### src/rtl/row_min_driver.sv
`default_nettype none
// ============================================================================
//  Module   : row_min_driver
//  Brief    : Packs 16-bit scores into 8-lane chunks, drives start/done
//             transactions against a min finder and folds the partial
//             results into one row minimum on a valid/ready port.
//  Options  : ROW_MIN_TIMEOUT_EN - abort a chunk (sticky err) when fm_done
//             does not arrive within TIMEOUT_CYCLES of fm_start rising.
//  Revision : 1.0 - initial release
// ============================================================================
module row_min_driver #(
  parameter int ROW_CHUNKS     = 4,
  parameter int TIMEOUT_CYCLES = 16
) (
  input  logic         clk,
  input  logic         rst_n,
  input  logic [15:0]  s_data,
  input  logic         s_valid,
  output logic         s_ready,
  output logic [127:0] fm_numbers,
  output logic         fm_start,
  input  logic [15:0]  fm_result,
  input  logic         fm_done,
  output logic [15:0]  row_min,
  output logic         row_min_valid,
  input  logic         row_min_ready,
  output logic         busy
`ifdef ROW_MIN_TIMEOUT_EN
  ,
  output logic         err
`endif
);

  localparam logic [1:0] c_FILL    = 2'd0;
  localparam logic [1:0] c_ISSUE   = 2'd1;
  localparam logic [1:0] c_RELEASE = 2'd2;
  localparam logic [1:0] c_OUT     = 2'd3;

  localparam logic [7:0]  c_LAST_CHUNK = 8'(ROW_CHUNKS - 1);
  localparam logic [15:0] c_ACC_INIT   = 16'hFFFF;

  // Reject out-of-range configurations at elaboration time.
  if (ROW_CHUNKS < 1 || ROW_CHUNKS > 255 || TIMEOUT_CYCLES < 1) begin : g_bad_params
    $error("row_min_driver: ROW_CHUNKS must be 1..255 and TIMEOUT_CYCLES >= 1");
  end

  logic [1:0]   state_q, state_d;
  logic [2:0]   lane_q, lane_d;
  logic [7:0]   chunk_q, chunk_d;
  logic [15:0]  acc_q, acc_d;
  logic [127:0] numbers_q, numbers_d;
  logic         start_q, start_d;
  logic [15:0]  row_min_q, row_min_d;
  logic         valid_q, valid_d;
  logic         s_ready_q, s_ready_d;
  logic         busy_q, busy_d;
  logic         w_xfer;

`ifdef ROW_MIN_TIMEOUT_EN
  localparam int TW = $clog2(TIMEOUT_CYCLES + 1);
  logic [TW-1:0] tmo_q, tmo_d;
  logic          err_q, err_d;
`endif

  // s_ready is registered, so it already reflects the state we are in.
  assign w_xfer = s_valid && s_ready_q;

  // Next-state logic for the fill / issue / release / output sequence.
  always_comb begin
    state_d   = state_q;
    lane_d    = lane_q;
    chunk_d   = chunk_q;
    acc_d     = acc_q;
    numbers_d = numbers_q;
    start_d   = start_q;
    row_min_d = row_min_q;
    valid_d   = valid_q;
`ifdef ROW_MIN_TIMEOUT_EN
    tmo_d     = '0;
    err_d     = err_q;
`endif
    case (state_q)
      c_FILL: begin
        if (w_xfer) begin
          numbers_d[{lane_q, 4'b0000} +: 16] = s_data;
          lane_d = lane_q + 3'd1;
          if (lane_q == 3'd7) begin
            start_d = 1'b1;
            state_d = c_ISSUE;
          end
        end
      end
      c_ISSUE: begin
        if (fm_done) begin
          acc_d   = (fm_result < acc_q) ? fm_result : acc_q;
          start_d = 1'b0;
          state_d = c_RELEASE;
        end
`ifdef ROW_MIN_TIMEOUT_EN
        else if (tmo_q == TW'(TIMEOUT_CYCLES - 1)) begin
          // Give up on this row: behave as after reset, but keep err.
          start_d = 1'b0;
          err_d   = 1'b1;
          acc_d   = c_ACC_INIT;
          lane_d  = 3'd0;
          chunk_d = 8'd0;
          state_d = c_FILL;
        end else begin
          tmo_d = tmo_q + TW'(1);
        end
`endif
      end
      c_RELEASE: begin
        // fm_start is low for this cycle so the min finder can clear.
        chunk_d = chunk_q + 8'd1;
        if (chunk_q == c_LAST_CHUNK) begin
          row_min_d = acc_q;
          valid_d   = 1'b1;
          state_d   = c_OUT;
        end else begin
          state_d = c_FILL;
        end
      end
      default: begin
        if (row_min_ready) begin
          valid_d = 1'b0;
          acc_d   = c_ACC_INIT;
          chunk_d = 8'd0;
          state_d = c_FILL;
        end
      end
    endcase
    s_ready_d = (state_d == c_FILL);
    busy_d    = !((state_d == c_FILL) && (lane_d == 3'd0) && (chunk_d == 8'd0));
  end

  // State and output registers; reset drops fm_start and discards the row.
  always_ff @(posedge clk or negedge rst_n) begin
    if (!rst_n) begin
      state_q   <= c_FILL;
      lane_q    <= 3'd0;
      chunk_q   <= 8'd0;
      acc_q     <= c_ACC_INIT;
      numbers_q <= '0;
      start_q   <= 1'b0;
      row_min_q <= 16'd0;
      valid_q   <= 1'b0;
      s_ready_q <= 1'b0;
      busy_q    <= 1'b0;
`ifdef ROW_MIN_TIMEOUT_EN
      tmo_q     <= '0;
      err_q     <= 1'b0;
`endif
    end else begin
      state_q   <= state_d;
      lane_q    <= lane_d;
      chunk_q   <= chunk_d;
      acc_q     <= acc_d;
      numbers_q <= numbers_d;
      start_q   <= start_d;
      row_min_q <= row_min_d;
      valid_q   <= valid_d;
      s_ready_q <= s_ready_d;
      busy_q    <= busy_d;
`ifdef ROW_MIN_TIMEOUT_EN
      tmo_q     <= tmo_d;
      err_q     <= err_d;
`endif
    end
  end

  assign s_ready       = s_ready_q;
  assign fm_numbers    = numbers_q;
  assign fm_start      = start_q;
  assign row_min       = row_min_q;
  assign row_min_valid = valid_q;
  assign busy          = busy_q;
`ifdef ROW_MIN_TIMEOUT_EN
  assign err           = err_q;
`endif

endmodule
`default_nettype wire

### config.mk
export PLATFORM = sky130hd
export DESIGN_NAME = row_min_driver
export DESIGN_NICKNAME = d
export VERILOG_FILES = /design/src/rtl/row_min_driver.sv
export SDC_FILE = /design/constraint.sdc
export NUM_CORES = 1
export LEC_CHECK = 0
export CAP_MARGIN = 25
export CORE_MARGIN = 10
export CORE_UTILIZATION = 38
export DETAILED_ROUTE_END_ITERATION = 12
export DONT_BUFFER_PORTS = 1
export HOLD_SLACK_MARGIN = 0.03
export MAX_ROUTING_LAYER = met4
export PLACE_DENSITY = 0.54
export SKIP_CTS_REPAIR_TIMING = 1
export SYNTH_ARGS = -nofsm -noshare
export SYNTH_HDL_FRONTEND = slang
export SYNTH_SLANG_ARGS = --single-unit
### constraint.sdc
create_clock -name clk -period 3.8 [get_ports clk]
set_clock_uncertainty 0.2 [all_clocks]
set_input_delay 0.19 -clock clk [delete_from_list [all_inputs] [get_ports clk]]
set_output_delay 0.19 -clock clk [all_outputs]
set_load 0.05 [all_outputs]
==> run_results.csv, run 1 <==
group,metric,value,unit
yosys,seq_area_frac_synth,0.591,
routing,drc_errors,0,
power_and_ir_drop,peakVddDrop,0.465,mV
floorplan,core_area,0.0195,mm^2
sta,fmax,355,MHz
outcome,violations,"negative hold slack",
sta,setup_viol,0,
yosys,synth_seq_cells,177,
worst_setup_path,start_kind,"flip-flop",
routing,totalWireLength,21300,um
yosys,synth_cell_types,47,
routing,num_vias,5210,
placed_design,gp_congestion,0.857,
yosys,avgSynthCellArea,11.0,um^2
floorplan,dieArea,0.0258,mm^2
final_layout,layout_common_cells,"161 x dfrtp_1, 154 x nand2_1, 105 x o21ai_0",
sta,hold_viol,177,
yosys,synth-edff-count,0,
floorplan,pin_count,185,
floorplan,rows,51,
global_route,grt_pass1_vias,5148,
routing,drt-initial-drc-count,275,
power_and_ir_drop,p_per_area,928,mW/mm^2
worst_setup_path,critical_path_class,"flip-flop to flip-flop",
outcome,status,"finished with violations",
sta,worst_pin_slew,0.941,ns
final_layout,layout_commonest_cell,"dfrtp_1",
yosys,ys_warn_count,0,
power_and_ir_drop,p_leak,3.95,nW
final_layout,antenna-diode-count,0,
global_route,grt_antenna_before_repair,0,
routing,viasPerCell,5.26,
clock_tree,cts_buffers,17,
sta,finalWorstSetupSlack,0.982,ns
clock_tree,h-tree-depth,4,
worst_setup_path,crit_required,3.95,ns
sta,slew_headroom,0.373,
worst_setup_path,end_kind,"flip-flop",
global_route,grt_max_degree,178,
sta,holdWs,-0.739,ns
global_route,track_usage,0.165,
final_layout,nets,773,
clock_tree,clk_pin_slew_worst_paths,0.07,ns
routing,ant_nets,0,
floorplan,start_util,0.387,
placed_design,placed_cells,923,
final_layout,area_growth,15.8,%
routing,drt-pass1-iter-count,4,
floorplan,die_h,161,um
worst_hold_path,hp-class,"input pin to async pin",
sta,post-route-min-period,2.82,ns
clock_tree,worstSkewPairLatency,0.42,ns
clock_tree,cts_buffer_depth,2,
job,maxCapViolations,0,
placed_design,dp_hpwl,14600,um
routing,avgRoutedWirePerCell,21.5,um
yosys,synthArstFlopShare,1.00,
worst_setup_path,path_max_fanout,16,
global_route,grt_pass1_wl,31800,um
placed_design,port_buffers,0,
yosys,syn_area,0.00752,mm^2
yosys,ys.flop_type,"dfrtp_1",
global_route,grt_remaining_overflow,0,
yosys,netlist_instances,683,
yosys,syn_nets,743,
clock_tree,cts.sinks,177,
sta,setup_tns,0,ns
worst_setup_path,reg2reg_depth,7,
final_layout,stdcell_count,991,
sta,finalCritPeriodShare,0.742,
sta,slew_violations,0,
final_layout,fill_cells,1830,
worst_setup_path,crit_arrival,2.97,ns
sta,rsz0062_at_grt,"false",
final_layout,drive_gt1_frac,0.172,
clock_tree,cts_tree,"yes",
floorplan,die_x,161,um
placed_design,dp_slack,0.990,ns
clock_tree,cts_root_buf,"clkbuf_16",
## sequential cells by signal (all words and copies together), names as in the netlist
signal	flops
fm_numbers	128
acc_q	16
row_min	16
chunk_q	8
lane_q	3
state_q	2
busy	1
fm_start	1
row_min_valid	1
s_ready	1
## cells by family (layout without fill, tap and decap cells)
logic type | Yosys count | after routing | synth area share
AOI/OAI and AO/OA | 162 | 162 | 0.127
muxes | 54 | 54 | 0.0846
buffers and inverters | 61 | 104 | 0.0366
xor gates and xnor gates | 1 | 1 | 0.00116
DFF | 177 | 177 | 0.591
adders and majority gates | 23 | 23 | 0.0383
and+or+nand+nor | 205 | 205 | 0.121
## power breakdown
group          internal (mW)  switching [mW]
Sequential              2.51            2.23
Combinational          0.690           0.959
Clock                  0.873           0.810
Total                   4.08            4.00
## synth_stat cells (2+ instances only)
master       n  share of area
nor2b_1      3         0.0025
dfrtp_1    161           0.54
mux2_2      41          0.061
buf_6        3         0.0045
mux2_4       9          0.018
nand4_1      5         0.0042
and3_1       2         0.0017
mux2i_1      4         0.0053
or4_4        2         0.0030
buf_2        6         0.0040
a221oi_1     2         0.0023
o211ai_1     3         0.0030
o21ai_0    105          0.070
or4_1        2         0.0020
nor3_2       2         0.0027
clkbuf_1    29          0.014
a21o_1       4         0.0040
a21oi_1      8         0.0053
ha_1        23          0.038
a2111oi_0   16          0.019
nand3_1     14         0.0093
nor2_1       6         0.0030
nand3b_1     3         0.0030
nand2_1    154          0.077
inv_1       21          0.010
dfstp_2     16          0.056
a31oi_1     16          0.013
nand2b_1     4         0.0033
## area by class of cell
class,count,area [um^2],area share
Multi-Input combinational cell,445,2810,0.323
Tap cell,265,332,0.0381
Sequential cell,177,4450,0.511
Inverter,22,82.6,0.00948
Clock inverter,15,145,0.0167
Clock buffer,17,425,0.0488
Timing Repair Buffer,50,465,0.0534
## path summary, 6_finish.rpt
check                              start              end  slack, ns
hold / removal                     rst_n  fm_numbers[100]      -0.74
min in group clk           row_min_ready    row_min_valid       0.05
hold reg to reg                acc_q[15]        acc_q[15]       0.31
setup / recovery               acc_q[13]         acc_q[0]       0.98
max in group asynchronous          rst_n        acc_q[10]       3.84
setup reg to reg               acc_q[13]         acc_q[0]       0.98
## stage by stage
| step | area [um^2] | utilization | power [mW] |
|---|---|---|---|
| 5_1_grt | 8710 | 0.448 | 8.57 |
| 2_1_floorplan | 7520 | - | 5.81 |
| 4_1_cts | 8350 | 0.429 | 8.12 |
| 3_5_place_dp | 7780 | 0.400 | 6.42 |
| 6_report | 8710 | 0.448 | 8.08 |
| 3_3_place_gp | 7780 | 0.400 | 6.33 |
## worst max-delay path: stages (launching register included)
cell and delay, ns:
dfstp_2 0.53, inv_1 0.05, ha_1 0.30, a21oi_1 0.13, o21ai_0 0.09, or4_1 0.64, a211o_4 0.49, mux2_4 0.32
## metal layers
layer  up-vias  part of all wire  global-route usage  wire, um
li1       2445                 -                   -         -
met1      2585              0.40               0.193      8600
met2       158              0.48               0.247     10200
met3        22              0.10              0.0849      2190
met4         0             0.013              0.0438       280
met5         -                 0                   -         0
(Power assumes the default switching activity.)
==> run 2, diff against run 1 <==
--- a/config.mk
+++ b/config.mk
@@ -12,7 +12,7 @@
 export DONT_BUFFER_PORTS = 1
 export HOLD_SLACK_MARGIN = 0.03
 export MAX_ROUTING_LAYER = met4
-export PLACE_DENSITY = 0.54
+export PLACE_DENSITY = 0.56
 export SKIP_CTS_REPAIR_TIMING = 1
 export SYNTH_ARGS = -nofsm -noshare
 export SYNTH_HDL_FRONTEND = slang
==> constraint.sdc (replaced) <==
create_clock -name clk -period 2.4 [get_ports clk]
set_clock_uncertainty 0.2 [all_clocks]
set_input_delay 0.12 -clock clk [delete_from_list [all_inputs] [get_ports clk]]
set_output_delay 0.12 -clock clk [all_outputs]
set_load 0.05 [all_outputs]
==> run_results.csv, run 2 (synthesis results as in run 1) <==
group,metric,value,unit
outcome,status,"finished with violations",
outcome,violations,"negative hold slack, negative setup slack",
clock_tree,cts.sinks,177,
routing,totalWireLength,22100,um
floorplan,pin_count,185,
floorplan,rows,51,
global_route,grt_pass1_wl,32600,um
sta,setup_viol,2,
routing,avgRoutedWirePerCell,21.6,um
clock_tree,cts_root_buf,"clkbuf_16",
worst_hold_path,hp-class,"input pin to async pin",
power_and_ir_drop,p_per_area,1450,mW/mm^2
floorplan,die_x,161,um
global_route,grt_max_degree,178,
sta,hold_viol,177,
sta,slew_headroom,0.622,
global_route,grt_antenna_before_repair,1,
global_route,grt_pass1_vias,5466,
placed_design,dpl_cell_area,0.00809,mm^2
power_and_ir_drop,p_leak,4.20,nW
worst_setup_path,crit_required,2.54,ns
worst_setup_path,start_kind,"flip-flop",
final_layout,area_growth,27.9,%
final_layout,layout_commonest_cell,"dfrtp_1",
global_route,grt_remaining_overflow,0,
worst_setup_path,r2r-end,"acc_q[13]",
clock_tree,worstSkewPairLatency,0.42,ns
floorplan,dieArea,0.0258,mm^2
sta,holdWs,-0.811,ns
final_layout,nets,804,
global_route,track_usage,0.165,
routing,drt-initial-drc-count,291,
final_layout,stdcell_count,1023,
floorplan,start_util,0.387,
worst_setup_path,r2r_setup_slack,-0.006,ns
worst_setup_path,crit_arrival,2.55,ns
placed_design,port_buffers,0,
placed_design,gp_congestion,0.900,
placed_design,placed_cells,948,
routing,viasPerCell,5.30,
final_layout,drive_gt1_frac,0.279,
worst_setup_path,reg2reg_depth,7,
routing,drt-pass1-iter-count,4,
floorplan,die_h,161,um
clock_tree,cts_tree,"yes",
placed_design,dp_hpwl,15400,um
worst_setup_path,r2r_start,"acc_q[1]",
sta,worst_pin_slew,0.567,ns
worst_setup_path,path_max_fanout,8,
sta,finalCritPeriodShare,1.00,
sta,finalWorstSetupSlack,-0.00553,ns
worst_setup_path,critical_path_class,"flip-flop to flip-flop",
power_and_ir_drop,power.total,14.0,mW
sta,rsz0062_at_grt,"true",
sta,post-route-min-period,2.41,ns
clock_tree,h-tree-depth,4,
clock_tree,cts_buffers,17,
power_and_ir_drop,peakVddDrop,0.815,mV
routing,num_vias,5418,
routing,ant_nets,0,
clock_tree,clk_pin_slew_worst_paths,0.07,ns
job,maxCapViolations,0,
worst_setup_path,end_kind,"flip-flop",
floorplan,core_area,0.0195,mm^2
sta,fmax,416,MHz
clock_tree,cts_buffer_depth,2,
sta,slew_violations,0,
final_layout,layout_common_cells,"159 x dfrtp_1, 154 x nand2_1, 102 x o21ai_0",
final_layout,largest_reg_flops,128,
routing,drc_errors,0,
final_layout,finalInstanceArea,0.00962,mm^2
[run 2: routing by layer]
layer | track usage | vias up | part of all wire
li1 | - | 2506 | -
met1 | 0.178 | 2734 | 0.38
met2 | 0.261 | 169 | 0.50
met3 | 0.0941 | 9 | 0.11
met4 | 0.0343 | 0 | 0.0056
met5 | - | - | 0
[run 2: through the flow]
| step | setup WS, ns | TNS (ns) | utilization |
|---|---|---|---|
| 2_1_floorplan | -0.0249 | -0.372 | - |
| 3_3_place_gp | -0.0439 | -0.501 | 0.416 |
| 4_1_cts | -0.167 | -2.20 | 0.446 |
| 3_5_place_dp | -0.147 | -1.86 | 0.416 |
| 5_1_grt | -0.110 | -0.931 | 0.494 |
| 6_report | -0.00553 | -0.00940 | 0.494 |
[run 2: worst max-delay path by stage]
stage,startpoint,to,slack (ns),cells after the start
finish,acc_q[1],acc_q[13],-0.006,7
global route,acc_q[1],acc_q[14],-0.11,7
CTS,acc_q[6],acc_q[6],-0.17,8
detailed placement,acc_q[6],acc_q[5],-0.15,8
global placement,acc_q[6],acc_q[13],-0.04,8
floorplan,lane_q[0],fm_numbers[64],-0.02,9
[run 2: power breakdown]
group / total (mW) / internal [mW] / leakage, nW / switching (mW)
combinational: 3.75 / 1.73 / 1.63 / 2.02
sequential: 7.51 / 3.99 / 2.29 / 3.52
clock: 2.73 / 1.40 / 0.280 / 1.34
[run 2: worst max-delay path: stages, from the launching register on]
cell and delay (ns):
dfstp_2 0.54, inv_1 0.06, ha_1 0.31, a2111oi_4 0.34, o21ai_2 0.14, a211o_4 0.41
buf_12 0.17, a31oi_4 0.17
[run 2: final cells by class]
| class | count | area (um^2) |
|---|---|---|
| antenna | 1 | 2.50 |
| clock buffer | 17 | 425 |
| clock inverter | 15 | 159 |
| fill | 1714 | 9840 |
| inverter | 22 | 90.1 |
| multi-input combinational | 445 | 3410 |
| sequential | 177 | 4450 |
| tap | 265 | 332 |
| timing repair buffer | 81 | 756 |
==> run 3, diff against run 2 <==
--- a/config.mk
+++ b/config.mk
@@ -10,9 +10,10 @@
 export CORE_UTILIZATION = 38
 export DETAILED_ROUTE_END_ITERATION = 12
 export DONT_BUFFER_PORTS = 1
+export GPL_TIMING_DRIVEN = 0
 export HOLD_SLACK_MARGIN = 0.03
 export MAX_ROUTING_LAYER = met4
-export PLACE_DENSITY = 0.56
+export PLACE_DENSITY = 0.54
 export SKIP_CTS_REPAIR_TIMING = 1
 export SYNTH_ARGS = -nofsm -noshare
 export SYNTH_HDL_FRONTEND = slang
==> constraint.sdc (replaced) <==
create_clock -name clk -period 2.5 [get_ports clk]
set_clock_uncertainty 0.2 [all_clocks]
set_input_delay 0.125 -clock clk [delete_from_list [all_inputs] [get_ports clk]]
set_output_delay 0.125 -clock clk [all_outputs]
set_load 0.05 [all_outputs]
==> run_results.csv, run 3 (synthesis results as in run 1) <==
group,metric,value,unit
outcome,status,"finished with violations",
outcome,violations,"negative hold slack, negative setup slack",
floorplan,die_x,161,um
floorplan,pin_count,185,
routing,viasPerCell,5.38,
global_route,track_usage,0.172,
routing,drt-initial-drc-count,329,
final_layout,fill_cells,1752,
floorplan,die_h,161,um
global_route,grt_pass1_vias,5370,
floorplan,dieArea,0.0258,mm^2
routing,ant_nets,0,
global_route,grt_antenna_before_repair,0,
sta,worst_pin_slew,0.899,ns
placed_design,gp_congestion,0.867,
global_route,grt_max_degree,178,
final_layout,nets,816,
worst_setup_path,r2r-end,"acc_q[5]",
routing,avgRoutedWirePerCell,22.5,um
final_layout,layout_common_cells,"158 x dfrtp_1, 154 x nand2_1, 102 x o21ai_0",
worst_setup_path,crit_required,2.65,ns
power_and_ir_drop,peakVddDrop,0.561,mV
power_and_ir_drop,p_leak,4.20,nW
clock_tree,cts_buffer_depth,2,
clock_tree,h-tree-depth,4,
sta,holdWs,-0.800,ns
worst_setup_path,start_kind,"flip-flop",
routing,num_vias,5554,
floorplan,rows,51,
routing,drc_errors,0,
worst_setup_path,slowest_delay,0.54,ns
sta,setup_viol,10,
worst_setup_path,reg2reg_depth,9,
routing,drt-pass1-iter-count,5,
worst_setup_path,path_max_fanout,8,
routing,totalWireLength,23300,um
placed_design,port_buffers,0,
sta,hold_viol,177,
clock_tree,worstSkewPairLatency,0.42,ns
worst_hold_path,hp-class,"input pin to async pin",
sta,finalCritPeriodShare,1.03,
floorplan,core_area,0.0195,mm^2
final_layout,final_util,0.487,
sta,finalWorstSetupSlack,-0.0717,ns
sta,post-route-min-period,2.57,ns
worst_setup_path,crit_slowest_cell,"dfstp_2",
worst_setup_path,critical_path_class,"flip-flop to flip-flop",
clock_tree,clk_pin_slew_worst_paths,0.07,ns
clock_tree,cts.sinks,177,
global_route,grt_remaining_overflow,0,
final_layout,drive_gt1_frac,0.266,
final_layout,layout_commonest_cell,"dfrtp_1",
global_route,grt_pass1_wl,33700,um
worst_setup_path,end_kind,"flip-flop",
clock_tree,cts_tree,"yes",
worst_setup_path,r2r_setup_slack,-0.07,ns
final_layout,antenna-diode-count,0,
sta,rsz0062_at_grt,"true",
worst_setup_path,r2r_start,"acc_q[13]",
sta,slew_violations,0,
final_layout,area_growth,25.9,%
worst_setup_path,crit_arrival,2.72,ns
sta,fmax,389,MHz
sta,slew_headroom,0.401,
floorplan,start_util,0.387,
clock_tree,cts_buffers,17,
placed_design,dp_hpwl,16200,um
worst_setup_path,path_cells,"inv_2 -> ha_4 -> a21oi_4 -> o21ai_2 -> or4_4 -> buf_6 -> a211o_4 -> buf_8 -> a31oi_2",
clock_tree,cts_root_buf,"clkbuf_16",
power_and_ir_drop,power.total,13.3,mW
final_layout,largest_reg_flops,128,
power_and_ir_drop,p_per_area,1400,mW/mm^2
job,maxCapViolations,0,
run 3: cell count changes in the layout (fill, tap and decap cells not counted), moves of 5 or more:
cell,before,now
buf_4,37,21
clkbuf_2,0,14
mux2_4,19,9
clkbuf_1,0,8
mux2_2,31,41
inv_1,14,19
run 3: final cells by class:
class | count | area (um^2) | area share
plain buffers | 38 | 264 | 0.0279
clock buffers | 18 | 429 | 0.0453
clock inverters | 13 | 145 | 0.0153
inverters | 22 | 85.1 | 0.00899
multi-input cells | 445 | 3240 | 0.342
flip-flops and latches | 177 | 4450 | 0.470
well taps | 265 | 332 | 0.0350
repair buffers | 55 | 522 | 0.0551
run 3: layer usage:
| layer | GRT usage | up-vias | wire (um) |
|---|---|---|---|
| li1 | - | 2528 | - |
| met1 | 0.203 | 2831 | 9540 |
| met2 | 0.267 | 178 | 11500 |
| met3 | 0.0683 | 17 | 1980 |
| met4 | 0.0484 | 0 | 267 |
| met5 | - | - | 0 |
run 3: per-stage QoR:
step / cells / setup WS [ns] / TNS [ns] / hold WS, ns / cell area, um^2
finish: 1033 / -0.0717 / -0.348 / -0.800 / 9470
global route: 1033 / -0.146 / -1.70 / -0.822 / 9470
CTS: 979 / -0.491 / -31.07 / -0.821 / 8470
detailed placement: 948 / -0.474 / -29.32 / -0.362 / 7890
global placement: 948 / -0.390 / -25.74 / -0.363 / 7890
floorplan: 683 / 0.00317 / 0 / -0.371 / 7560
run 3: how the worst max path moves through the flow:
stage	from	end	depth (start not counted)
floorplan	lane_q[0]	fm_numbers[64]	9
global placement	lane_q[0]	fm_numbers[103]	8
detailed placement	lane_q[0]	fm_numbers[110]	8
CTS	lane_q[0]	fm_numbers[110]	8
global route	acc_q[13]	acc_q[5]	9
finish	acc_q[13]	acc_q[5]	9
run 3: power breakdown:
part	total (mW)	leakage [nW]	switching, mW	internal [mW]
clock network	2.63	0.281	1.21	1.41
logic	3.42	1.62	1.91	1.50
registers	7.21	2.29	3.38	3.83
total	13.3	4.20	6.51	6.74
run 3: critical path, delay by kind of cell, from the launching register on:
family	cells	cell delay, ns
AO/OA/AOI/OAI	4	0.75
adder cells (fa/ha/maj)	1	0.22
buffers and inverters	3	0.37
flip-flops	1	0.54
AND/OR/NAND/NOR	1	0.41
